$ cat src/rtl/ps2_pkg.sv
`default_nettype none
// ============================================================================
//  Module   : ps2_pkg
//  Brief    : Shared types and constants for the PS/2 keyboard link.
//  Revision : 1.0 - initial release
// ============================================================================
package ps2_pkg;

    typedef enum logic [2:0] {
        IDLE      = 3'd0,
        INHIBIT   = 3'd1,
        REQ       = 3'd2,
        SEND      = 3'd3,
        WAIT_IDLE = 3'd4
    } ps2_state_e;

    localparam logic [7:0] CMD_SET_LEDS = 8'hED;
    localparam logic [7:0] CMD_ECHO     = 8'hEE;
    localparam logic [7:0] CMD_ENABLE   = 8'hF4;
    localparam logic [7:0] CMD_RESET    = 8'hFF;

    localparam logic [7:0] RSP_ACK      = 8'hFA;
    localparam logic [7:0] RSP_BREAK    = 8'hF0;

    // PS/2 frames carry odd parity over the eight data bits.
    function automatic logic odd_parity(input logic [7:0] d);
        return ~^d;
    endfunction

endpackage
`default_nettype wire

$ cat src/rtl/ps2_line_sync.sv
`default_nettype none
// ============================================================================
//  Module   : ps2_line_sync
//  Brief    : Two-flop synchronizers for the PS/2 clock/data lines and a
//             falling-edge strobe on the synchronized clock.
//  Revision : 1.0 - initial release
// ============================================================================
module ps2_line_sync (
    input  logic clk,
    input  logic rst_n,
    input  logic ps2_clk_in,
    input  logic ps2_data_in,
    output logic clk_sync,
    output logic data_sync,
    output logic clk_fall
);

    logic [1:0] r_clk_meta;
    logic [1:0] r_data_meta;
    logic       r_clk_prev;

    // Idle bus level is high, so flops come out of reset at 1.
    always_ff @(posedge clk or negedge rst_n) begin
        if (!rst_n) begin
            r_clk_meta  <= 2'b11;
            r_data_meta <= 2'b11;
            r_clk_prev  <= 1'b1;
        end else begin
            r_clk_meta  <= {r_clk_meta[0], ps2_clk_in};
            r_data_meta <= {r_data_meta[0], ps2_data_in};
            r_clk_prev  <= r_clk_meta[1];
        end
    end

    assign clk_sync  = r_clk_meta[1];
    assign data_sync = r_data_meta[1];
    assign clk_fall  = r_clk_prev & ~r_clk_meta[1];

endmodule
`default_nettype wire

$ cat src/rtl/ps2_host_tx.sv
`default_nettype none
// ============================================================================
//  Module   : ps2_host_tx
//  Brief    : Host-to-device PS/2 command transmitter with ACK and timeout.
//  Revision : 1.0 - initial release
// ============================================================================
module ps2_host_tx
    import ps2_pkg::*;
#(
    parameter int INHIBIT_CYCLES = 5000,
    parameter int TIMEOUT_CYCLES = 750000
) (
    input  logic       clk,
    input  logic       rst_n,
    input  logic       tx_valid,
    input  logic [7:0] tx_data,
    output logic       tx_ready,
    input  logic       ps2_clk_in,
    input  logic       ps2_data_in,
    output logic       ps2_clk_oe,
    output logic       ps2_data_oe,
    output logic       busy,
    output logic       done,
    output logic       nack,
    output logic       timeout
);

    localparam int                  c_CNT_W    = $clog2(INHIBIT_CYCLES + 1);
    localparam int                  c_TMR_W    = $clog2(TIMEOUT_CYCLES + 1);
    localparam logic [c_CNT_W-1:0]  c_CNT_LOAD = c_CNT_W'(INHIBIT_CYCLES - 1);
    localparam logic [c_TMR_W-1:0]  c_TMR_LAST = c_TMR_W'(TIMEOUT_CYCLES - 1);

    ps2_state_e         r_state;
    ps2_state_e         w_next_state;
    logic [c_CNT_W-1:0] r_cnt;
    logic [c_TMR_W-1:0] r_timer;
    logic [3:0]         r_bitn;
    logic [7:0]         r_shift;
    logic               r_parity;
    logic               r_data_bit;
    logic               r_nack;

    logic w_clk_sync;
    logic w_data_sync;
    logic w_clk_fall;
    logic w_accept;
    logic w_done;
    logic w_timeout;

    ps2_line_sync u_line_sync (
        .clk         (clk),
        .rst_n       (rst_n),
        .ps2_clk_in  (ps2_clk_in),
        .ps2_data_in (ps2_data_in),
        .clk_sync    (w_clk_sync),
        .data_sync   (w_data_sync),
        .clk_fall    (w_clk_fall)
    );

    assign w_accept  = tx_valid && (r_state == IDLE);
    assign w_done    = (r_state == WAIT_IDLE) && w_clk_sync && w_data_sync;
    // A completion on the final timer cycle takes priority over the abort.
    assign w_timeout = ((r_state == SEND) || (r_state == WAIT_IDLE)) &&
                       (r_timer == c_TMR_LAST) && !w_done;

    always_ff @(posedge clk or negedge rst_n) begin
        if (!rst_n) r_state <= IDLE;
        else        r_state <= w_next_state;
    end

    always_comb begin
        w_next_state = r_state;
        case (r_state)
            IDLE:      if (w_accept) w_next_state = INHIBIT;
            INHIBIT:   if (r_cnt == '0) w_next_state = REQ;
            REQ:       w_next_state = SEND;
            SEND: begin
                if (w_timeout)                           w_next_state = IDLE;
                else if (w_clk_fall && r_bitn == 4'd10)  w_next_state = WAIT_IDLE;
            end
            WAIT_IDLE: if (w_done || w_timeout) w_next_state = IDLE;
            default:   w_next_state = IDLE;
        endcase
    end

    always_comb begin
        tx_ready    = 1'b0;
        busy        = 1'b1;
        ps2_clk_oe  = 1'b0;
        ps2_data_oe = 1'b0;
        case (r_state)
            IDLE: begin
                tx_ready = 1'b1;
                busy     = 1'b0;
            end
            INHIBIT: ps2_clk_oe = 1'b1;
            REQ: begin
                ps2_clk_oe  = 1'b1;
                ps2_data_oe = 1'b1;
            end
            SEND:    ps2_data_oe = r_data_bit;
            default: ;
        endcase
    end

    assign done    = w_done;
    assign nack    = w_done & r_nack;
    assign timeout = w_timeout;

    // Bit counter, shift data and timers; oe bit is pull-low, so it is the inverse of the line bit.
    always_ff @(posedge clk or negedge rst_n) begin
        if (!rst_n) begin
            r_cnt      <= '0;
            r_timer    <= '0;
            r_bitn     <= 4'd0;
            r_shift    <= 8'h00;
            r_parity   <= 1'b0;
            r_data_bit <= 1'b0;
            r_nack     <= 1'b0;
        end else begin
            case (r_state)
                IDLE: begin
                    if (w_accept) begin
                        r_shift  <= tx_data;
                        r_parity <= odd_parity(tx_data);
                        r_cnt    <= c_CNT_LOAD;
                    end
                end
                INHIBIT: begin
                    if (r_cnt != '0) r_cnt <= r_cnt - 1'b1;
                end
                REQ: begin
                    r_bitn     <= 4'd0;
                    r_timer    <= '0;
                    r_data_bit <= 1'b1;
                    r_nack     <= 1'b0;
                end
                SEND: begin
                    r_timer <= r_timer + 1'b1;
                    if (w_clk_fall) begin
                        r_bitn <= r_bitn + 1'b1;
                        if (r_bitn < 4'd8)       r_data_bit <= ~r_shift[r_bitn[2:0]];
                        else if (r_bitn == 4'd8) r_data_bit <= ~r_parity;
                        else if (r_bitn == 4'd9) r_data_bit <= 1'b0;
                        else                     r_nack     <= w_data_sync;
                    end
                end
                WAIT_IDLE: r_timer <= r_timer + 1'b1;
                default: ;
            endcase
        end
    end

endmodule
`default_nettype wire

$ cat config.mk
export PLATFORM = sky130hd
export DESIGN_NAME = ps2_host_tx
export DESIGN_NICKNAME = d
export VERILOG_FILES = /design/src/rtl/ps2_pkg.sv /design/src/rtl/ps2_line_sync.sv /design/src/rtl/ps2_host_tx.sv
export SDC_FILE = /design/constraint.sdc
export NUM_CORES = 1
export LEC_CHECK = 0
export CORE_ASPECT_RATIO = 1.4
export CORE_MARGIN = 8
export CORE_UTILIZATION = 52
export DETAILED_ROUTE_END_ITERATION = 8
export GPL_TIMING_DRIVEN = 0
export MAX_ROUTING_LAYER = met4
export PLACE_DENSITY = 0.72
export REMOVE_ABC_BUFFERS = 1
export SYNTH_ARGS = -nofsm -noshare
export SYNTH_HDL_FRONTEND = slang
export SYNTH_SLANG_ARGS = --single-unit
$ cat constraint.sdc
create_clock -name clk -period 2.97 [get_ports clk]
set_clock_uncertainty 0.15 [all_clocks]
set_input_delay 0.594 -clock clk [delete_from_list [all_inputs] [get_ports clk]]
set_output_delay 0.594 -clock clk [all_outputs]
set_load 0.02 [all_outputs]
==> results of run 1 <==
==> sequential cells by signal (all words and copies together) (netlist names), 2 cells and up <==
signal	count
r_bitn	4
r_cnt	13
r_state	3
r_timer	20
r_shift	8
u_line_sync.r_clk_meta	2
u_line_sync.r_data_meta	2
==> area by class of cell <==
type | count | area (sq um)
Multi-Input combinational cell | 239 | 1570
Timing Repair Buffer | 29 | 270
Clock buffer | 7 | 86.3
Sequential cell | 56 | 1410
Tap cell | 70 | 87.6
Clock inverter | 1 | 7.51
Fill cell | 500 | 2270
Inverter | 8 | 30.0
==> worst max-delay path: cells and delay by family, from the launching register on <==
kind / cells / cell delay [ns]
buffers and inverters: 3 / 0.88
DFF: 1 / 0.45
and+or+nand+nor: 1 / 0.41
==> where the power goes <==
| part | internal, uW | total, uW | switching [uW] | leakage (uW) |
|---|---|---|---|---|
| combinational | 468 | 999 | 530 | 0.000713 |
| sequential | 951 | 1150 | 197 | 0.000699 |
| clock | 190 | 446 | 256 | 0.0000445 |
| total | 1610 | 2590 | 983 | 0.00146 |
==> stage by stage <==
stage | instance area (sq um) | hold slack [ns]
finish | 3460 | 0.0774
global route | 3460 | 0.109
CTS | 3440 | 0.0988
detailed placement | 3270 | 0.197
global placement | 3260 | 0.195
floorplan | 2980 | 0.148
==> timing repair <==
item	4_1_cts	5_1_grt
setup endpoints to repair	3	2
resized for setup	12	3
setup buffers	5	4
pin swaps	1	1
==> layout by cell type, fill, tap and decap left out, types with 6 or more instances in the layout <==
cell / n
mux2i_1: 14
inv_1: 8
nor3_1: 12
nor2_1: 16
buf_4: 9
clkbuf_8: 6
o31ai_1: 8
clkdlybuf4s50_1: 16
o21ai_0: 20
ha_1: 6
nor2b_1: 6
nand3_1: 14
dfrtp_1: 48
nand2_1: 48
a21oi_1: 6
nor4_1: 6
xnor2_1: 8
o211ai_1: 7
==> per-layer routing <==
layer,global-route usage,vias to the layer above,part of all wire
met2,0.274,54,0.51
li1,-,1202,-
met3,0.0304,8,0.031
met4,0.0496,0,0.013
met1,0.188,1188,0.44
met5,-,-,0
==> final timing paths <==
check / startpoint / to / slack (ns) / depth (start not counted)
setup / recovery: r_state[2]$_DFFE_PN0P_ / tx_ready / 0.17 / 4
hold / removal: rst_n / r_timer[10]$_DFFE_PN0P_ / 0.08 / 1
setup reg to reg: r_timer[4]$_DFFE_PN0P_ / r_state[1]$_DFFE_PN0P_ / 0.56 / 4
hold reg to reg: u_line_sync.r_clk_meta[0]$_DFF_PN1_ / u_line_sync.r_clk_meta[1]$_DFF_PN1_ / 0.21 / 0
max in group asynchronous: rst_n / r_state[0]$_DFFE_PN0P_ / 2.02 / 2
min in group clk: u_line_sync.r_clk_meta[0]$_DFF_PN1_ / u_line_sync.r_clk_meta[1]$_DFF_PN1_ / 0.21 / 0
==> kinds of logic (layout without fill, tap and decap cells) <==
| logic type | count (synthesis) | count (layout) | synth area share |
|---|---|---|---|
| AOI/OAI and AO/OA | 58 | 58 | 0.127 |
| xor gates and xnor gates | 10 | 10 | 0.0289 |
| adders and majority gates | 7 | 7 | 0.0289 |
| buffers and inverters | 22 | 45 | 0.0276 |
| DFF | 56 | 56 | 0.464 |
| muxes | 17 | 17 | 0.0647 |
| and+or+nand+nor | 147 | 147 | 0.259 |
==> Implementation_results.wiki, run 1 <==
{| class="wikitable"
! Metric !! Value
|-
| Portion of the post-synthesis area used by sequential elements || 0.464
|-
| Number of I/O port buffers || 19
|-
| Die X-Extent || a little over 80 microns
|-
| Maximum buffer depth of the clock tree || 2
|-
| Largest net degree at the start of global routing || 37
|-
| Worst Path Class, Setup || flop to output pin
|-
| Clock sinks || 56
|-
| Combined global-route utilization of all metal layers || 0.162
|-
| Total Power || approximately 2600 uW
|-
| Clock buffer count from CTS || 5
|-
| Initial core utilization || 0.529
|-
| Slew at the pin closest to its max-slew limit || between 0.7 and 0.8 ns
|-
| Residual antenna-violating net count after detailed routing || 0
|-
| Avg Inst Size Synth || 9.57 sq um
|-
| Sum of negative setup slack || 0 ns
|-
| Leading post-synthesis cells by cell area || dfrtp_1 (42%), nand2_1 (6.1%), mux2i_1 (4.6%), dfstp_2 (4.3%), o21ai_0 (3.3%)
|-
| Final global-route overflow total || 0
|-
| Post-layout util || 0.604
|-
| Critical-path cell list || buf_4 -> or3_1 -> inv_1 -> clkdlybuf4s50_1
|-
| I/O pin cnt || 20
|-
| Class of the tightest hold or removal check || primary input to async pin
|-
| IR Drop Worst-Case VDD || 0.445 mV
|-
| CTS tree || done
|-
| Number of failing hold endpoints at the final stage || 0
|-
| Number of synthesized flops with an enable pin || 0
|-
| Final Net Count || 359
|-
| Worst setup timing slack at the placement stage || -0.437 ns
|-
| Buffer cell driving the clock tree root || clkbuf_8
|-
| Slowest cell delay on critical path || around 0.61 ns
|-
| Worst max-slew margin expressed relative to the limit || 0.526
|-
| Post-route non-filler standard cell count || 410
|-
| CTS clock-pin slew for the worst setup and hold paths || 0.11 ns
|-
| Run status || finished clean
|-
| Top cell type by total area after synthesis || dfrtp_1
|-
| Count of H-tree levels built during CTS || 2
|-
| Cts hold-fix bufs || 0
|-
| Gate count of the mapped netlist || 317
|-
| Combined area of all synthesized cells || ~3000 sq um
|-
| Type of origin of the critical path || flop
|-
| Area growth, synth to finish || 14.2%
|-
| Number of warning messages in the yosys log || 0
|-
| Source-to-sink clock delay at the later pin of the worst-skew pair || 0.31 ns
|-
| Main synth FF type || dfrtp_1
|-
| Diode insertion count for antenna repair || 0
|-
| Endpoint type of the worst setup path || output pin
|-
| DIE AREA || 8570 sq um
|-
| Worst-case setup margin in the final layout || around 0.17 ns
|-
| # rows || 33
|-
| Final wirelength || 6360 microns
|-
| Data required time at the worst endpoint || 2.23 ns
|-
| Standard cell with the maximum stage delay on the critical path || clkdlybuf4s50_1
|-
| Crit share post-route || 0.944
|-
| Final number of max-transition violations || 0
|-
| P_leak || 0.00146 uW
|-
| FMAX || approximately 360 MHz
|-
| Cell with the most instances after synthesis || dfrtp_1
|-
| Area share of the largest cell type after synthesis || 0.421
|-
| Routability cong. || 0.854
|-
| Count of final setup violators || 0
|-
| Number of global-route vias before repair || 2489
|-
| Antenna violations before repair || 0
|-
| HPWL after detailed placement || between 4000 and 5000 microns
|-
| # DRC || 0
|-
| Setup repair after global routing missed its margin || false
|-
| Top cell types by occurrence after synthesis || dfrtp_1 (51), nand2_1 (49), o21ai_0 (20)
|-
| Unique cell type count in the Yosys netlist || 55
|-
| Height of the die || 106 microns
|-
| Async S/R FF share, synth || 1.00
|-
| Minimum clock period || around 2.8 ns
|-
| Number of vias per cell after detailed routing || 5.98
|-
| Post-detailed-route wirelength per cell || around 16 microns
|-
| Placed Instances || between 300 and 400
|-
| Total vias in the final route || roughly 2500
|-
| Wire length of the first global-routing pass || around 11000 microns
|-
| Number of maximum-capacitance constraint violations || 0
|-
| Drt initial violations || 84
|-
| Total iterations of the first detailed-routing run || 4
|-
| Total power density per cell area || 748 nW/um^2
|-
| Placeable core area || 5740 sq um
|-
| Share of layout cells above drive strength 1 || 0.129
|-
| Max FO, Critical Path || 8
|-
| Critical path arrival || 2.06 ns
|-
| Register bit count reported by yosys || 56
|}
Note: power is estimated with default switching activity, not from simulation.
==> run 2: changes to the inputs <==
--- a/config.mk
+++ b/config.mk
@@ -13,6 +13,7 @@
 export MAX_ROUTING_LAYER = met4
 export PLACE_DENSITY = 0.72
 export REMOVE_ABC_BUFFERS = 1
+export SLEW_MARGIN = 20
 export SYNTH_ARGS = -nofsm -noshare
 export SYNTH_HDL_FRONTEND = slang
 export SYNTH_SLANG_ARGS = --single-unit
==> run 2 against run 1 <==
Final cell count down 0.98%. Sequential power about the same. Fmax down 0.51%. Worst hold slack better by 0.094 ns. Critical path depth up 2. Wire length about the same. Largest cell class unchanged.
==> Implementation_results.wiki, run 2 (synthesis gave the netlist of run 1 again) <==
{| class="wikitable"
! Metric !! Value
|-
| Data required time at the worst endpoint || 2.23 ns (about the same)
|-
| Clock buffer count from CTS || 5 (unchanged)
|-
| Clock sinks || 56 (unchanged)
|-
| Number of failing hold endpoints at the final stage || 0 (unchanged)
|-
| Placeable core area || 5740 sq um (unchanged)
|-
| Total vias in the final route || 2452 (unchanged)
|-
| Area growth, synth to finish || 13.0%
|-
| Total iterations of the first detailed-routing run || 4 (unchanged)
|-
| Maximum buffer depth of the clock tree || 2 (unchanged)
|-
| Post-layout util || 0.598 (-0.00610)
|-
| Routing usage on met2 || 0.277 (+0.00230)
|-
| Commonest cells after routing, fill and taps aside || nand2_1 (48), dfrtp_1 (48), o21ai_0 (20)
|-
| Class of the tightest hold or removal check || primary input to async pin
|-
| Antenna violations before repair || 0 (unchanged)
|-
| Sum of negative setup slack || 0 ns (unchanged)
|-
| P_leak || 0.00143 uW (-1.7%)
|-
| CTS tree || done
|-
| Combined global-route utilization of all metal layers || 0.164 (+0.00161)
|-
| Count of final setup violators || 0 (unchanged)
|-
| Total power density per cell area || 753 nW/um^2 (+0.67%)
|-
| Setup repair after global routing missed its margin || false
|-
| Worst max-slew margin expressed relative to the limit || 0.522 (-0.00379)
|-
| Initial core utilization || 0.529 (unchanged)
|-
| Final wirelength || 6360 microns (about the same)
|-
| Minimum setup slack among reg-to-reg paths || 0.57 ns (about the same)
|-
| Minimum clock period || 2.82 ns (+0.0143 ns)
|-
| Final Net Count || 355 (-1.1%)
|-
| Global routing usage on met3 || 0.0279 (-0.00253)
|-
| Standard cell with the maximum stage delay on the critical path || or4_4
|-
| Die X-Extent || 80.6 microns (unchanged)
|-
| Critical-path cell list || ha_2 -> nand3_2 -> or4_4 -> nor4b_4 -> nor2b_1 -> buf_2
|-
| FMAX || 355 MHz (-0.51%)
|-
| Hold Slack || 0.172 ns (+0.0943 ns)
|-
| Wire length of the first global-routing pass || 11300 microns (+1.3%)
|-
| Endpoint type of the worst setup path || output pin
|-
| CTS clock-pin slew for the worst setup and hold paths || 0.10 ns (about the same)
|-
| Crit share post-route || 0.949 (+0.00480)
|-
| Height of the die || 106 microns (unchanged)
|-
| # rows || 33 (unchanged)
|-
| Top Usage Layer GRT || met2
|-
| Number of buffer and inverter stages on the critical path || 1 (-2)
|-
| Residual antenna-violating net count after detailed routing || 0 (unchanged)
|-
| Met1 Use GR || 0.192 (+0.00471)
|-
| Max FO, Critical Path || 4 (-4)
|-
| Reg-to-reg critical path endpoint || r_cnt[9]$_DFFE_PN0P_
|-
| Kind of cell adding the most delay to the critical path || simple AND/OR/NAND/NOR gates
|-
| DIE AREA || 8570 sq um (unchanged)
|-
| Share of layout cells above drive strength 1 || 0.122 (-0.00739)
|-
| Diode insertion count for antenna repair || 0 (unchanged)
|-
| Number of global-route vias before repair || 2496 (+0.28%)
|-
| Slew at the pin closest to its max-slew limit || 0.710 ns (+0.00563 ns)
|-
| Number of maximum-capacitance constraint violations || 0 (unchanged)
|-
| Worst Path Class, Setup || flop to output pin
|-
| Number of vias per cell after detailed routing || 6.04 (+0.99%)
|-
| # DRC || 0 (unchanged)
|-
| Drt initial violations || 81 (-3.6%)
|-
| Count of H-tree levels built during CTS || 2 (unchanged)
|-
| Final number of max-transition violations || 0 (unchanged)
|-
| Buffer cell driving the clock tree root || clkbuf_8
|-
| HPWL after detailed placement || 4390 microns (-2.5%)
|-
| RR Startpoint || r_cnt[5]$_DFFE_PN0P_
|-
| R2R depth || 4 (unchanged)
|-
| Top reg by flops || r_timer
|-
| Final global-route overflow total || 0 (unchanged)
|-
| IR Drop Worst-Case VDD || 0.457 mV (+2.7%)
|-
| Post-detailed-route wirelength per cell || 15.7 microns (+0.95%)
|-
| Levels on crit path || 6 (+2)
|-
| Number of I/O port buffers || 19 (unchanged)
|-
| Critical path arrival || 2.07 ns (about the same)
|-
| I/O pin cnt || 20 (unchanged)
|-
| Routability cong. || 0.854 (unchanged)
|-
| Largest registers || r_timer (20), r_cnt (13), r_shift (8)
|-
| Slowest cell delay on critical path || 0.44 ns (-0.17 ns)
|-
| Number of flip-flops in the largest register || 20 (unchanged)
|-
| Largest net degree at the start of global routing || 57 (+54%)
|-
| Source-to-sink clock delay at the later pin of the worst-skew pair || 0.31 ns (about the same)
|-
| Type of origin of the critical path || flop
|-
| Run status || finished clean
|}
run 2: changes by cell type in the layout (fill, tap and decap cells not counted), sizes merged:
| cell | previous run | this run |
|---|---|---|
| buf | 12 | 8 |
run 2: how the worst max path moves through the flow:
| stage | from | end |
|---|---|---|
| floorplan | r_state[0]$_DFFE_PN0P_ | timeout |
| global placement | rst_n | r_shift[3]$_DFFE_PN0P_ |
| detailed placement | r_state[0]$_DFFE_PN0P_ | timeout |
| CTS | r_state[2]$_DFFE_PN0P_ | nack |
| global route | r_timer[0]$_DFFE_PN0P_ | timeout |
| finish | r_timer[0]$_DFFE_PN0P_ | timeout |
run 2: layout make-up:
cell class              instances  area [sq um]
clock buffers                   7          86.3
clock inverters                 1          7.51
well taps                      70          87.6
repair buffers                 25           230
flip-flops and latches         56          1410
inverters                       8          30.0
multi-input cells             239          1580
fillers                       512          2310
run 2: per-stage QoR:
stage,instances,worst slack (ns),total power [uW],instance area (sq um)
finish,406,0.151,2580,3430
global route,406,0.00928,2770,3430
CTS,405,0.0479,2590,3410
detailed placement,392,-0.427,2070,3260
global placement,392,-0.589,2040,3260
floorplan,303,0.310,1780,2980
run 2: timing repair:
action | CTS | global route
pin swaps | 1 | 0
hold endpoints to repair | 0 | 0
setup buffers | 5 | 1
resized for setup | 12 | 4
setup endpoints to repair | 3 | 2
hold buffers | 0 | 0
cloned | 0 | 0
run 2: where the power goes:
group	switching (uW)	total [uW]	internal (uW)
logic	531	990	459
registers	196	1150	951
clock network	256	446	190
total	983	2580	1600
run 2: routing by layer:
metal,up-vias,part of all wire
li1,1195,-
met1,1206,0.44
met2,43,0.52
met3,8,0.026
met4,0,0.012
met5,-,0
